[config.mk]
export PLATFORM = sky130hd
export DESIGN_NAME = fb_draw_engine_flat
export DESIGN_NICKNAME = d
export VERILOG_FILES = /design/src/rtl/fb_draw_engine_pkg.sv /design/src/rtl/fb_draw_engine_if.sv /design/src/rtl/fb_draw_engine_raster_counter.sv /design/src/rtl/fb_draw_engine.sv /design/src/flat_wrapper.sv
export SDC_FILE = /design/constraint.sdc
export NUM_CORES = 1
export LEC_CHECK = 0
export BUFFER_PORTS_ARGS = -buffer_cell sky130_fd_sc_hd__buf_4
export CAP_MARGIN = 20
export CORE_ASPECT_RATIO = 0.9
export CORE_MARGIN = 2
export CORE_UTILIZATION = 35
export CTS_BUF_LIST = sky130_fd_sc_hd__clkbuf_8
export CTS_CLUSTER_DIAMETER = 150
export DETAILED_ROUTE_END_ITERATION = 8
export GPL_ROUTABILITY_DRIVEN = 0
export PLACE_DENSITY = 0.63
export SETUP_SLACK_MARGIN = 0.05
export SLEW_MARGIN = 20
export SYNTH_ARGS = -nofsm -noshare
export SYNTH_HDL_FRONTEND = slang
export SYNTH_HIERARCHICAL = 1
export SYNTH_SLANG_ARGS = --single-unit
[constraint.sdc]
create_clock -name i_clk -period 3 [get_ports i_clk]
set_clock_uncertainty 0.15 [all_clocks]
set_input_delay 0.3 -clock i_clk [delete_from_list [all_inputs] [get_ports i_clk]]
set_output_delay 0.3 -clock i_clk [all_outputs]
set_load 0.005 [all_outputs]
[src/rtl/fb_draw_engine_pkg.sv]
// Shared types, default geometry and address helper for the framebuffer draw engine.
package fb_draw_pkg;

  localparam int DEF_H_RES   = 320;
  localparam int DEF_V_RES   = 240;
  localparam int DEF_ADDR_W  = 17;
  localparam int DEF_COLOR_W = 3;

  typedef enum logic [1:0] {
    OP_FILL  = 2'b00,
    OP_CLEAR = 2'b01,
    OP_FLUSH = 2'b10,
    OP_NOP   = 2'b11
  } cmd_op_e;

  typedef enum logic [1:0] {
    ST_IDLE,
    ST_DRAW,
    ST_FLUSH,
    ST_DONE
  } state_e;

  // 320 = 256 + 64, so the common resolution needs only two shifts and an add.
  function automatic logic [31:0] xy_to_addr(input logic [31:0] x, input logic [31:0] y,
                                             input int h_res);
    if (h_res == 320) return (y << 8) + (y << 6) + x;
    else return (y * 32'(h_res)) + x;
  endfunction

endpackage

[src/rtl/fb_draw_engine_if.sv]
// Command port (from CPU/sequencer) and back-buffer write port (to video controller).
interface fb_draw_engine_if
  import fb_draw_pkg::*;
#(
  parameter int H_RES   = DEF_H_RES,
  parameter int V_RES   = DEF_V_RES,
  parameter int ADDR_W  = DEF_ADDR_W,
  parameter int COLOR_W = DEF_COLOR_W
);
  localparam int X_W = $clog2(H_RES);
  localparam int Y_W = $clog2(V_RES);

  logic               cmd_valid;
  logic               cmd_ready;
  logic [1:0]         cmd_op;
  logic [X_W-1:0]     x0;
  logic [X_W-1:0]     x1;
  logic [Y_W-1:0]     y0;
  logic [Y_W-1:0]     y1;
  logic [COLOR_W-1:0] color;
  logic [COLOR_W-1:0] wdata;
  logic [ADDR_W-1:0]  waddr;
  logic               we;
  logic               flush;
  logic               done;

  modport master (
    input  cmd_valid, cmd_op, x0, x1, y0, y1, color,
    output cmd_ready, wdata, waddr, we, flush, done
  );

  modport slave (
    output cmd_valid, cmd_op, x0, x1, y0, y1, color,
    input  cmd_ready, wdata, waddr, we, flush, done
  );

endinterface

[src/rtl/fb_draw_engine_raster_counter.sv]
// Raster walker: steps x fastest, then y, keeping a row base so addresses need only adds.
module fb_raster_counter #(
  parameter int H_RES  = 320,
  parameter int X_W    = 9,
  parameter int Y_W    = 8,
  parameter int ADDR_W = 17
) (
  input  logic              clk,
  input  logic              rst_n,
  input  logic              load,
  input  logic              step,
  input  logic [X_W-1:0]    x0,
  input  logic [X_W-1:0]    x1,
  input  logic [Y_W-1:0]    y0,
  input  logic [Y_W-1:0]    y1,
  input  logic [ADDR_W-1:0] base0,
  output logic [ADDR_W-1:0] addr,
  output logic              last
);

  logic [X_W-1:0]    x_q, x_d, x0_q, x0_d, x1_q, x1_d;
  logic [Y_W-1:0]    y_q, y_d, y1_q, y1_d;
  logic [ADDR_W-1:0] base_q, base_d, addr_q, addr_d;

  always_comb begin
    x_d    = x_q;
    y_d    = y_q;
    x0_d   = x0_q;
    x1_d   = x1_q;
    y1_d   = y1_q;
    base_d = base_q;
    addr_d = addr_q;
    if (load) begin
      x_d    = x0;
      y_d    = y0;
      x0_d   = x0;
      x1_d   = x1;
      y1_d   = y1;
      base_d = base0;
      addr_d = base0 + ADDR_W'(x0);
    end else if (step) begin
      if (x_q == x1_q) begin
        x_d    = x0_q;
        y_d    = y_q + Y_W'(1);
        base_d = base_q + ADDR_W'(H_RES);
        addr_d = base_q + ADDR_W'(H_RES) + ADDR_W'(x0_q);
      end else begin
        x_d    = x_q + X_W'(1);
        addr_d = addr_q + ADDR_W'(1);
      end
    end
  end

  always_ff @(posedge clk or negedge rst_n) begin
    if (!rst_n) begin
      x_q    <= '0;
      y_q    <= '0;
      x0_q   <= '0;
      x1_q   <= '0;
      y1_q   <= '0;
      base_q <= '0;
      addr_q <= '0;
    end else begin
      x_q    <= x_d;
      y_q    <= y_d;
      x0_q   <= x0_d;
      x1_q   <= x1_d;
      y1_q   <= y1_d;
      base_q <= base_d;
      addr_q <= addr_d;
    end
  end

  assign addr = addr_q;
  assign last = (x_q == x1_q) && (y_q == y1_q);

endmodule

[src/rtl/fb_draw_engine.sv]
// Command-driven framebuffer writer: rectangle fill / clear / flush into a
// one-pixel-per-cycle back-buffer write stream.
module fb_draw_engine
  import fb_draw_pkg::*;
#(
  parameter int H_RES   = DEF_H_RES,
  parameter int V_RES   = DEF_V_RES,
  parameter int ADDR_W  = DEF_ADDR_W,
  parameter int COLOR_W = DEF_COLOR_W
) (
  input logic              i_clk,
  input logic              i_reset_n,
  fb_draw_engine_if.master bus
);

  localparam int X_W = $clog2(H_RES);
  localparam int Y_W = $clog2(V_RES);
  localparam logic [X_W-1:0] X_MAX = X_W'(H_RES - 1);
  localparam logic [Y_W-1:0] Y_MAX = Y_W'(V_RES - 1);

  state_e             state_q, state_d;
  logic               ready_q, ready_d;
  logic               we_q, we_d;
  logic               flush_q, flush_d;
  logic               done_q, done_d;
  logic [COLOR_W-1:0] wdata_q, wdata_d;

  cmd_op_e           op;
  logic [X_W-1:0]    x0_c, x1_c;
  logic [Y_W-1:0]    y0_c, y1_c;
  logic [ADDR_W-1:0] base0, waddr;
  logic              empty, load, step, last;

  assign op = cmd_op_e'(bus.cmd_op);

  // CLEAR reuses the FILL path with the full-screen rectangle.
  always_comb begin
    x0_c = bus.x0;
    y0_c = bus.y0;
    x1_c = (bus.x1 > X_MAX) ? X_MAX : bus.x1;
    y1_c = (bus.y1 > Y_MAX) ? Y_MAX : bus.y1;
    if (op == OP_CLEAR) begin
      x0_c = '0;
      y0_c = '0;
      x1_c = X_MAX;
      y1_c = Y_MAX;
    end
    empty = (x0_c > x1_c) || (y0_c > y1_c) ||
            (32'(x0_c) >= 32'(H_RES)) || (32'(y0_c) >= 32'(V_RES));
    base0 = ADDR_W'(xy_to_addr(32'd0, 32'(y0_c), H_RES));
  end

  always_comb begin
    state_d = state_q;
    we_d    = 1'b0;
    flush_d = 1'b0;
    done_d  = 1'b0;
    wdata_d = wdata_q;
    load    = 1'b0;
    step    = 1'b0;
    unique case (state_q)
      ST_IDLE: begin
        if (bus.cmd_valid && ready_q) begin
          unique case (op)
            OP_FILL, OP_CLEAR: begin
              wdata_d = bus.color;
              if (empty) begin
                state_d = ST_DONE;
                done_d  = 1'b1;
              end else begin
                state_d = ST_DRAW;
                we_d    = 1'b1;
                load    = 1'b1;
              end
            end
            OP_FLUSH: begin
              state_d = ST_FLUSH;
              flush_d = 1'b1;
            end
            default: begin
              state_d = ST_DONE;
              done_d  = 1'b1;
            end
          endcase
        end
      end
      ST_DRAW: begin
        if (last) begin
          state_d = ST_DONE;
          done_d  = 1'b1;
        end else begin
          we_d = 1'b1;
          step = 1'b1;
        end
      end
      ST_FLUSH: begin
        state_d = ST_DONE;
        done_d  = 1'b1;
      end
      default: state_d = ST_IDLE;
    endcase
    // Ready resets low and rises on the first clock after reset release.
    ready_d = (state_d == ST_IDLE);
  end

  always_ff @(posedge i_clk or negedge i_reset_n) begin
    if (!i_reset_n) begin
      state_q <= ST_IDLE;
      ready_q <= 1'b0;
      we_q    <= 1'b0;
      flush_q <= 1'b0;
      done_q  <= 1'b0;
      wdata_q <= '0;
    end else begin
      state_q <= state_d;
      ready_q <= ready_d;
      we_q    <= we_d;
      flush_q <= flush_d;
      done_q  <= done_d;
      wdata_q <= wdata_d;
    end
  end

  fb_raster_counter #(
    .H_RES (H_RES),
    .X_W   (X_W),
    .Y_W   (Y_W),
    .ADDR_W(ADDR_W)
  ) u_raster (
    .clk  (i_clk),
    .rst_n(i_reset_n),
    .load (load),
    .step (step),
    .x0   (x0_c),
    .x1   (x1_c),
    .y0   (y0_c),
    .y1   (y1_c),
    .base0(base0),
    .addr (waddr),
    .last (last)
  );

  assign bus.cmd_ready = ready_q;
  assign bus.we        = we_q;
  assign bus.flush     = flush_q;
  assign bus.done      = done_q;
  assign bus.wdata     = wdata_q;
  assign bus.waddr     = waddr;

endmodule
[src/flat_wrapper.sv]
// flat-port wrapper written by rule: the top's interface ports become plain ports
module fb_draw_engine_flat import fb_draw_pkg::*;
#(
  parameter int H_RES   = DEF_H_RES,
  parameter int V_RES   = DEF_V_RES,
  parameter int ADDR_W  = DEF_ADDR_W,
  parameter int COLOR_W = DEF_COLOR_W
)
  (i_clk, i_reset_n, bus_cmd_valid, bus_cmd_op, bus_x0, bus_x1, bus_y0, bus_y1, bus_color, bus_cmd_ready, bus_wdata, bus_waddr, bus_we, bus_flush, bus_done);
  fb_draw_engine_if #(.H_RES(H_RES), .V_RES(V_RES), .ADDR_W(ADDR_W), .COLOR_W(COLOR_W)) bus_i ();
  input logic i_clk;
  input logic i_reset_n;
  input wire logic [$bits(bus_i.cmd_valid)-1:0] bus_cmd_valid;
  input wire logic [$bits(bus_i.cmd_op)-1:0] bus_cmd_op;
  input wire logic [$bits(bus_i.x0)-1:0] bus_x0;
  input wire logic [$bits(bus_i.x1)-1:0] bus_x1;
  input wire logic [$bits(bus_i.y0)-1:0] bus_y0;
  input wire logic [$bits(bus_i.y1)-1:0] bus_y1;
  input wire logic [$bits(bus_i.color)-1:0] bus_color;
  output wire logic [$bits(bus_i.cmd_ready)-1:0] bus_cmd_ready;
  output wire logic [$bits(bus_i.wdata)-1:0] bus_wdata;
  output wire logic [$bits(bus_i.waddr)-1:0] bus_waddr;
  output wire logic [$bits(bus_i.we)-1:0] bus_we;
  output wire logic [$bits(bus_i.flush)-1:0] bus_flush;
  output wire logic [$bits(bus_i.done)-1:0] bus_done;
  assign bus_i.cmd_valid = bus_cmd_valid;
  assign bus_i.cmd_op = bus_cmd_op;
  assign bus_i.x0 = bus_x0;
  assign bus_i.x1 = bus_x1;
  assign bus_i.y0 = bus_y0;
  assign bus_i.y1 = bus_y1;
  assign bus_i.color = bus_color;
  assign bus_cmd_ready = bus_i.cmd_ready;
  assign bus_wdata = bus_i.wdata;
  assign bus_waddr = bus_i.waddr;
  assign bus_we = bus_i.we;
  assign bus_flush = bus_i.flush;
  assign bus_done = bus_i.done;
  fb_draw_engine #(.H_RES(H_RES), .V_RES(V_RES), .ADDR_W(ADDR_W), .COLOR_W(COLOR_W)) u_core (.i_clk(i_clk), .i_reset_n(i_reset_n), .bus(bus_i));
endmodule
==> impl_results.md, run 1 <==
- Synth Flop Type: dfrtp_1
- Share of cells above drive strength 1: between 30% and 40%
- CP Launch Type: primary input
- Cells after Synth: 820
- CTS tree: yes
- Final Non-Filler Cells: ~1300
- # DRC: 0
- Root Driver: clkbuf_8
- Core Area: between 15000 and 20000 sq um
- Critical Path AT: approximately 3100 ps
- Starting DRT DRC Count: ~380
- Status: complete, no violations
- Async S/R FF share, synth: between 90% and 100%
- Placed Instances: ~1200
- Remaining antenna violation count: 0
- Fin. Hold Viols: 0
- DP Worst Slack: -456 ps
- Period utilization: roughly 100%
- Htree depth: 3
- Vias: 6743
- Worst setup margin: roughly 4.3 ps
- Reg-to-Reg End: u_core/u_raster/addr[16]$_DFFE_PN0P_
- Area delta synth->final: 38.5%
- Ys Warns: 6
- Yosys reg bits: 86
- Sequential area share after synthesis: between 30% and 40%
- Wire per inst: 16.3 um
- CP max FO: 8
- Max-Cap Viols: 0
- Most frequent cells in the layout: 187 x buf_4, 86 x dfrtp_1, 67 x nand2_1, 61 x o21ai_0, 51 x nor2_1
- Final min period: ~3000 ps
- Setup TNS: 0 ps
- Hold Path Sink: u_core/u_raster/y1_q[3]$_DFFE_PN0P_
- Vias in the first global route: between 6000 and 7000
- Max Buffers Root-to-Sink: 2
- Hold Path Class: primary input to register
- Area of the mapped netlist: roughly 7000 sq um
- Leading cell type in the layout, fill and taps excluded: buf_4
- Grt total ovfl: 0
- Finish-stage setup viols: 0
- I/O Buffers: 65
- Die H: 138 um
- Post-DP HPWL: about 16 mm
- Critical Path Sink Type: register
- Peak VDD IR: 0.301 mV
- First-pass GRT wire length: approximately 33 mm
- Worst relative slew slack: around three fifths
- Worst R2R Path Depth: 10
- RSZ-0062 raised after global routing: yes
- Worst-Skew Late Latency: 390 ps
- Diode count: 0
- Final Slew Violations: 0
- Rows: 49
- Vias per std cell: between 5 and 6
- Die Wd: about 150 um
- PwrDens: about 820 nW/um^2
- Post-synth EDFFs: 0
- Hold path start: bus_y1[3]
- Cts bufs inserted: 9
- Final WL: 21.0 mm
- Hold Path Depth: 4
- FMAX: roughly 0.33 GHz
- Drt pass-1 iters: 5
- Largest net degree at the start of global routing: 47
- Num ports: 66
- Clock sinks: between 80 and 90
- Worst R2R Start: u_core/u_raster/x_q[1]$_DFFE_PN0P_
- Final design utilization: 49.0%
- Reg2Reg Setup Slack: around 90 ps
- Count of cell types in the netlist: 75
- Clock-pin transition on the worst setup and hold timing paths: approximately 90 ps
- All-Layer GR Usage: around a fifth
- Mean Syn Cell Area: 8.57 sq um
- Worst-Margin Slew: about 630 ps
- Die ar.: 21200 sq um
- Leakage: 4.35 nW
- Starting density of the core: between 30% and 40%
- Crit path kind: primary input to register
- Initial antenna violation count: 0
- Data required time of the worst path: about 3100 ps
- Nets@finish: around 1100
==> routing by layer <==
layer	up-vias	routed length (um)	track usage, %
li1	3377	-	-
met1	3152	10500	28.9
met2	195	9230	29.1
met3	19	976	3.10
met4	0	257	3.91
met5	-	0	0
==> cell families after synthesis <==
family / synth area share [%]
mux: 6.36
simple gates: 21.3
fa+ha+maj: 9.58
flops: 30.6
buf+inv: 4.95
other cells: 0.0534
compound gates: 19.5
xor+xnor: 7.59
==> synthesized netlist by cell type (all sizes together), types with 4 or more instances <==
cell type / n / area [sq um]
a211o: 4 / 35.0
a211oi: 11 / 82.6
a21o: 13 / 97.6
a21oi: 28 / 140
a221oi: 7 / 61.3
a22oi: 7 / 52.6
a2bb2oi: 4 / 35.0
a31oi: 9 / 56.3
and2: 15 / 96.3
and3: 15 / 93.8
and4: 9 / 80.1
buf: 19 / 123
clkbuf: 16 / 60.1
dfrtp: 86 / 2150
ha: 49 / 613
inv: 44 / 165
mux2: 29 / 327
mux2i: 12 / 120
nand2: 76 / 288
nand2b: 10 / 70.1
nand3: 26 / 130
nand4: 17 / 113
nor2: 55 / 206
nor2b: 12 / 75.1
nor3: 28 / 145
nor4: 5 / 58.8
o211ai: 6 / 45.0
o21a: 5 / 37.5
o21ai: 79 / 399
o21bai: 5 / 37.5
o22ai: 7 / 43.8
o31ai: 5 / 42.5
or2: 6 / 37.5
or3: 7 / 43.8
xnor2: 40 / 358
xor2: 20 / 175
==> worst max-delay path by stage <==
stage | startpoint | endpoint | slack (ps)
3_3_place_gp | bus_cmd_op[1] | u_core/u_raster/addr[16]$_DFFE_PN0P_ | -380
2_1_floorplan | bus_cmd_op[1] | u_core/u_raster/addr[16]$_DFFE_PN0P_ | -330
6_report | bus_cmd_op[1] | u_core/u_raster/addr[16]$_DFFE_PN0P_ | 4
5_1_grt | bus_cmd_op[1] | u_core/u_raster/addr[16]$_DFFE_PN0P_ | -130
4_1_cts | bus_cmd_op[1] | u_core/u_raster/addr[16]$_DFFE_PN0P_ | 5
3_5_place_dp | bus_cmd_op[1] | u_core/u_raster/addr[16]$_DFFE_PN0P_ | -460
==> area by class of cell <==
cell class	count	area, sq um
clock buffers	9	124
clock inverters	7	105
fillers	1914	10100
inverters	44	170
multi-input cells	667	4960
flip-flops and latches	86	2150
well taps	255	319
repair buffers	218	1900
==> critical path, cell delays in order <==
cell and delay [ps]:
buf_6 90, nand2b_4 200, and2_4 200, ha_4 160, inv_2 50, fa_2 210, nor2b_2 50, o21ai_2 150
a21boi_2 80, or4_4 480, nand3_2 90, nand4_1 130, nor2_2 150, a221oi_2 70, xnor2_1 150, a22o_1 210
or3_1 310
==> power breakdown <==
group          switching [W]  internal, W  leakage [nW]
Sequential          0.000672      0.00171          1.03
Clock               0.000488     0.000482         0.112
Combinational        0.00229      0.00229          3.20
==> timing repair <==
| action | 4_1_cts | 5_1_grt |
|---|---|---|
| resized for setup | 10 | 93 |
| hold endpoints to repair | 47 | 0 |
| hold buffers | 4 | 0 |
| pin swaps | 10 | 19 |
| buffers inserted | 8 | 6 |
| gates cloned | 1 | 3 |
| setup endpoints to repair | 12 | 67 |
==> registers in the layout (all words and copies together), names as in the netlist <==
name / count
u_core/u_raster/base_q: 17
u_core/u_raster/y1_q: 8
u_core/state_q: 2
u_core/u_raster/y_q: 8
u_core/u_raster/x1_q: 9
u_core/bus.wdata: 3
u_core/bus.cmd_ready: 1
u_core/u_raster/x0_q: 9
u_core/u_raster/x_q: 9
u_core/u_raster/addr: 17
u_core/bus.we: 1
u_core/bus.done: 1
u_core/bus.flush: 1
==> stage by stage <==
step	power (W)	hold WS (ps)	instance area, sq um
6_report	0.00794	101	9730
3_5_place_dp	0.00662	220	8810
3_3_place_gp	0.00657	211	8810
5_1_grt	0.00855	123	9730
2_1_floorplan	0.00508	-146	7250
4_1_cts	0.00766	90.6	9230
(Power assumes the default switching activity.)
==> run 2: changes to the inputs <==
--- a/config.mk
+++ b/config.mk
@@ -15,7 +15,7 @@
 export DETAILED_ROUTE_END_ITERATION = 8
 export GPL_ROUTABILITY_DRIVEN = 0
 export PLACE_DENSITY = 0.63
-export SETUP_SLACK_MARGIN = 0.05
+export SETUP_SLACK_MARGIN = 0.15
 export SLEW_MARGIN = 20
 export SYNTH_ARGS = -nofsm -noshare
 export SYNTH_HDL_FRONTEND = slang
==> impl_results.md, run 2 (same netlist as run 1, synthesis figures left out) <==
- Clock sinks: 86
- Worst-Margin Slew: ~640 ps
- Peak VDD IR: about 0.31 mV
- All-Layer GR Usage: 19.9%
- Largest net degree at the start of global routing: 48
- CP Launch Type: register
- Num ports: 66
- CP max FO: 3
- Htree depth: 3
- FILL cells: about 1900
- Nets@finish: about 1100
- Crit path max-delay cell type: o311ai_0
- Die H: between 100 and 150 um
- Setup TNS: 0 ps
- Worst relative slew slack: a little under three fifths
- CTS tree: yes
- Crit path kind: register to register
- Final hold slack: about 95 ps
- Most frequent cells in the layout: 189 x buf_4, 86 x dfrtp_1, 60 x nand2_1, 51 x o21ai_0, 42 x nor2_1
- Data required time of the worst path: about 3100 ps
- Share of cells above drive strength 1: 36.4%
- Leading cell type in the layout, fill and taps excluded: buf_4
- Post-DP HPWL: 16.1 mm
- Diode count: 0
- Wire per inst: about 17 um
- Die ar.: 21200 sq um
- Starting density of the core: a little over a third
- Critical-path cell list: ha_1 -> fa_1 -> a211oi_1 -> nor2_1 -> o311ai_0 -> o2bb2ai_1 -> xnor2_1 -> a2bb2oi_1
- Vias in the first global route: 6704
- PwrDens: 813 nW/um^2
- Critical Path AT: 3050 ps
- # DRC: 0
- Grt total ovfl: 0
- Core Area: ~20000 sq um
- Final min period: about 3000 ps
- RSZ-0062 raised after global routing: yes
- Rows: between 40 and 50
- Family with the most delay on the worst path: compound AO/OA/AOI/OAI gates
- Starting DRT DRC Count: ~400
- Hold Path Class: primary input to register
- Critical Path Max Stage Delay: 570 ps
- Remaining antenna violation count: 0
- Max Buffers Root-to-Sink: 2
- Final Slew Violations: 0
- Fin. Hold Viols: 0
- I/O Buffers: 65
- Max-Cap Viols: 0
- Die Wd: about 150 um
- Period utilization: between 90% and 100%
- CP bufs+invs: 0
- Finish-stage setup viols: 0
- Root Driver: clkbuf_8
- Vias: 6912
- Drt pass-1 iters: 5
- First-pass GRT wire length: about 34 mm
- Clock-pin transition on the worst setup and hold timing paths: approximately 100 ps
- Worst-Skew Late Latency: ~400 ps
- Critical Path Sink Type: register
- Final WL: 22.0 mm
- Vias per std cell: around 5.3
- FMAX: between 0.3 and 0.4 GHz
- Cts bufs inserted: 9
- Leakage: between 4 and 5 nW
- Area delta synth->final: 42.1%
- Status: complete, no violations
- Initial antenna violation count: 0
## run 2: worst min-delay path, delay by kind of cell
| family | cells | cell delay (ps) |
|---|---|---|
| mux | 1 | 130 |
| buf+inv | 2 | 130 |
| simple gates | 1 | 50 |
## run 2: path summary, 6_finish.rpt
| path | startpoint | cells after the start | to | slack, ps |
|---|---|---|---|---|
| max | u_core/u_raster/x0_q[0]$_DFFE_PN0P_ | 8 | u_core/u_raster/addr[10]$_DFFE_PN0P_ | 80 |
| min | bus_y1[2] | 4 | u_core/u_raster/y1_q[2]$_DFFE_PN0P_ | 90 |
| max reg2reg | u_core/u_raster/x0_q[0]$_DFFE_PN0P_ | 8 | u_core/u_raster/addr[10]$_DFFE_PN0P_ | 80 |
| min reg2reg | u_core/bus.wdata[1]$_DFFE_PN0P_ | 1 | u_core/bus.wdata[1]$_DFFE_PN0P_ | 370 |
| max in group asynchronous | i_reset_n | 3 | u_core/u_raster/y1_q[3]$_DFFE_PN0P_ | 1620 |
| min in group asynchronous | i_reset_n | 2 | u_core/bus.wdata[1]$_DFFE_PN0P_ | 290 |
## run 2: metal layers
metal / GRT usage [%] / vias to the layer above / wire length (um)
met2: 31.1 / 203 / 9950
met5: 0 / - / 0
met1: 29.1 / 3302 / 10600
met3: 3.04 / 22 / 1140
li1: - / 3385 / -
met4: 4.39 / 0 / 354
## run 2: what timing repair did
item | CTS | global route
setup buffers | 12 | 12
setup endpoints to repair | 30 | 69
pin swaps | 16 | 33
hold endpoints to repair | 48 | 0
hold buffers | 4 | 0
gates cloned | 0 | 5
gates resized for setup | 23 | 143
## run 2: stage by stage
step	cell area, sq um	util [%]	setup WS [ps]	power (W)	std cells
after floorplan	7250	-	-330	0.00509	832
after global placement	8780	44.2	-375	0.00662	1244
after detailed placement	8780	44.2	-444	0.00670	1244
after CTS	9230	46.5	92.6	0.00772	1276
after global routing	9990	50.3	-69.0	0.00873	1293
final	9990	50.3	75.4	0.00812	1293
## run 2: power breakdown
part / total [W] / internal [W] / switching [W]
Combinational: 0.00480 / 0.00241 / 0.00239
Clock: 0.000937 / 0.000465 / 0.000472
Sequential: 0.00238 / 0.00171 / 0.000669
## run 2: final cells by class
cell class | count | area [sq um] | share of cell area (%)
Multi-Input combinational cell | 667 | 5190 | 52.0
Sequential cell | 86 | 2150 | 21.5
Timing Repair Buffer | 225 | 1940 | 19.5
Tap cell | 255 | 319 | 3.19
Inverter | 44 | 171 | 1.72
Clock buffer | 9 | 124 | 1.24
Clock inverter | 7 | 87.6 | 0.877
==> run 3: changes to the inputs <==
--- a/config.mk
+++ b/config.mk
@@ -5,7 +5,7 @@
 export SDC_FILE = /design/constraint.sdc
 export NUM_CORES = 1
 export LEC_CHECK = 0
-export BUFFER_PORTS_ARGS = -buffer_cell sky130_fd_sc_hd__buf_4
+export BUFFER_PORTS_ARGS = -buffer_cell sky130_fd_sc_hd__buf_2
 export CAP_MARGIN = 20
 export CORE_ASPECT_RATIO = 0.9
 export CORE_MARGIN = 2
@@ -14,7 +14,7 @@
 export CTS_CLUSTER_DIAMETER = 150
 export DETAILED_ROUTE_END_ITERATION = 8
 export GPL_ROUTABILITY_DRIVEN = 0
-export PLACE_DENSITY = 0.63
+export PLACE_DENSITY = 0.61
 export SETUP_SLACK_MARGIN = 0.15
 export SLEW_MARGIN = 20
 export SYNTH_ARGS = -nofsm -noshare
==> constraint.sdc (replaced) <==
create_clock -name i_clk -period 3.65 [get_ports i_clk]
set_clock_uncertainty 0.15 [all_clocks]
set_input_delay 0.365 -clock i_clk [delete_from_list [all_inputs] [get_ports i_clk]]
set_output_delay 0.365 -clock i_clk [all_outputs]
set_load 0.005 [all_outputs]
==> impl_results.md, run 3 (same netlist as run 1, synthesis figures left out) <==
- Status: complete, no violations
- Initial antenna violation count: 0
- Num ports: 66
- Clock-pin transition on the worst setup and hold timing paths: around 90 ps
- Overall Power: around 0.0058 W
- First-pass GRT wire length: around 32 mm
- Die ar.: between 20000 and 25000 sq um
- Max-Cap Viols: 0
- Final Slew Violations: 0
- Worst setup margin: about 390 ps
- Rows: 49
- CTS tree: yes
- Diode count: 0
- Drt pass-1 iters: 4
- Root Driver: clkbuf_8
- Crit path max-delay cell type: or4_1
- Leakage: 3.54 nW
- Wire per inst: roughly 17 um
- Worst setup startpoint: bus_cmd_op[1]
- Setup TNS: 0 ps
- Design Area, Final: 8030 sq um
- Family with the most delay on the worst path: simple AND/OR/NAND/NOR gates
- I/O Buffers: 65
- Starting DRT DRC Count: between 300 and 400
- DP Worst Slack: -35.6 ps
- Post-DP HPWL: 14.8 mm
- PwrDens: around 720 nW/um^2
- Critical Path AT: ~3400 ps
- Critical Path Max Stage Delay: ~400 ps
- Max Buffers Root-to-Sink: 2
- Worst-Skew Late Latency: 390 ps
- Critical Path Sink Type: register
- Grt total ovfl: 0
- Starting density of the core: 35.4%
- CP Launch Type: primary input
- Area delta synth->final: 14.3%
- Htree depth: 3
- Data required time of the worst path: ~3800 ps
- Stages on worst setup path: 17
- Remaining antenna violation count: 0
- Vias per std cell: 5.41
- FMAX: around 0.3 GHz
- Most frequent cells in the layout: 86 x dfrtp_1, 75 x nand2_1, 68 x o21ai_0, 64 x buf_2, 55 x nor2_1
- Vias: 6315
- Reg-to-Reg End: u_core/u_raster/addr[16]$_DFFE_PN0P_
- Nets@finish: around 1000
- Leading cell type in the layout, fill and taps excluded: dfrtp_1
- Share of cells above drive strength 1: a little under a fifth
- Crit path kind: primary input to register
- Die H: approximately 140 um
- Largest net degree at the start of global routing: between 50 and 60
- Hold Path Class: primary input to register
- Critical path destination: u_core/u_raster/addr[16]$_DFFE_PN0P_
- Worst-Margin Slew: just over 700 ps
- Die Wd: between 150 and 200 um
- RSZ-0062 raised after global routing: no
- Worst R2R Start: u_core/u_raster/x_q[0]$_DFFE_PN0P_
- Clock sinks: 86
- Fin. Hold Viols: 0
- All-Layer GR Usage: between 10% and 20%
- CP bufs+invs: 2
- Period utilization: between 80% and 90%
- Final min period: 3260 ps
- Placed cell areas: just under 8000 sq um
- Final WL: 19.4 mm
- Worst R2R Path Depth: 10
- Critical-path cell list: buf_2 -> nand2b_4 -> and2_2 -> ha_1 -> inv_1 -> fa_1 -> nor2b_1 -> o21ai_1 -> a21boi_2 -> or4_1 -> nand3_1 -> nand4_1 -> nor2_1 -> a221oi_2 -> xnor2_1 -> a22o_1 -> or3_1
- # DRC: 0
- FILL cells: slightly above 2000
- Vias in the first global route: ~5900
- Cts bufs inserted: 9
- Core Area: ~20000 sq um
- Worst relative slew slack: ~52%
- Reg2Reg Setup Slack: 430 ps
- CP max FO: 14
- Final design utilization: between 40% and 50%
- Finish-stage setup viols: 0
- Postcts setup bufs: 0
- Peak VDD IR: approximately 0.33 mV
-- run 3: layout make-up --
type	count	area (sq um)	share of cell area, %
Multi-Input combinational cell	667	4600	57.3
Sequential cell	86	2150	26.8
Tap cell	255	319	3.97
Clock inverter	6	60.1	0.748
Inverter	44	165	2.06
Clock buffer	10	138	1.71
Timing Repair Buffer	99	598	7.45
-- run 3: metal layers --
metal / vias up / GRT usage, % / part of all wire, %
met2: 194 / 27.2 / 42
met3: 23 / 3.92 / 6.0
li1: 3140 / - / -
met1: 2958 / 28.4 / 51
met5: - / 0 / 0
met4: 0 / 3.72 / 1.0
-- run 3: worst min-delay path by stage --
stage,startpoint,endpoint,slack [ps],depth (start not counted)
6_report,bus_color[1],u_core/bus.wdata[1]$_DFFE_PN0P_,60,2
5_1_grt,bus_color[2],u_core/bus.wdata[2]$_DFFE_PN0P_,40,2
4_1_cts,bus_color[2],u_core/bus.wdata[2]$_DFFE_PN0P_,40,2
3_5_place_dp,i_reset_n,u_core/u_raster/x1_q[0]$_DFFE_PN0P_,320,1
3_3_place_gp,i_reset_n,u_core/u_raster/x1_q[0]$_DFFE_PN0P_,320,1
2_1_floorplan,i_reset_n,u_core/bus.cmd_ready$_DFF_PN0_,-80,0
-- run 3: report_power, final --
group	switching, W	internal, W
registers	0.000568	0.00141
logic	0.00168	0.00140
clock network	0.000381	0.000333
-- run 3: repair_timing --
action	in CTS	in global routing
hold buffers	1	0
endpoints found under the setup margin	0	1
gates resized for setup	0	2
endpoints found under the hold margin	49	0
-- run 3: through the flow --
| step | hold slack (ps) | instances |
|---|---|---|
| 2_1_floorplan | -80.6 | 832 |
| 3_3_place_gp | 317 | 1150 |
| 3_5_place_dp | 318 | 1150 |
| 4_1_cts | 37.3 | 1167 |
| 5_1_grt | 39.1 | 1167 |
| 6_report | 60.3 | 1167 |
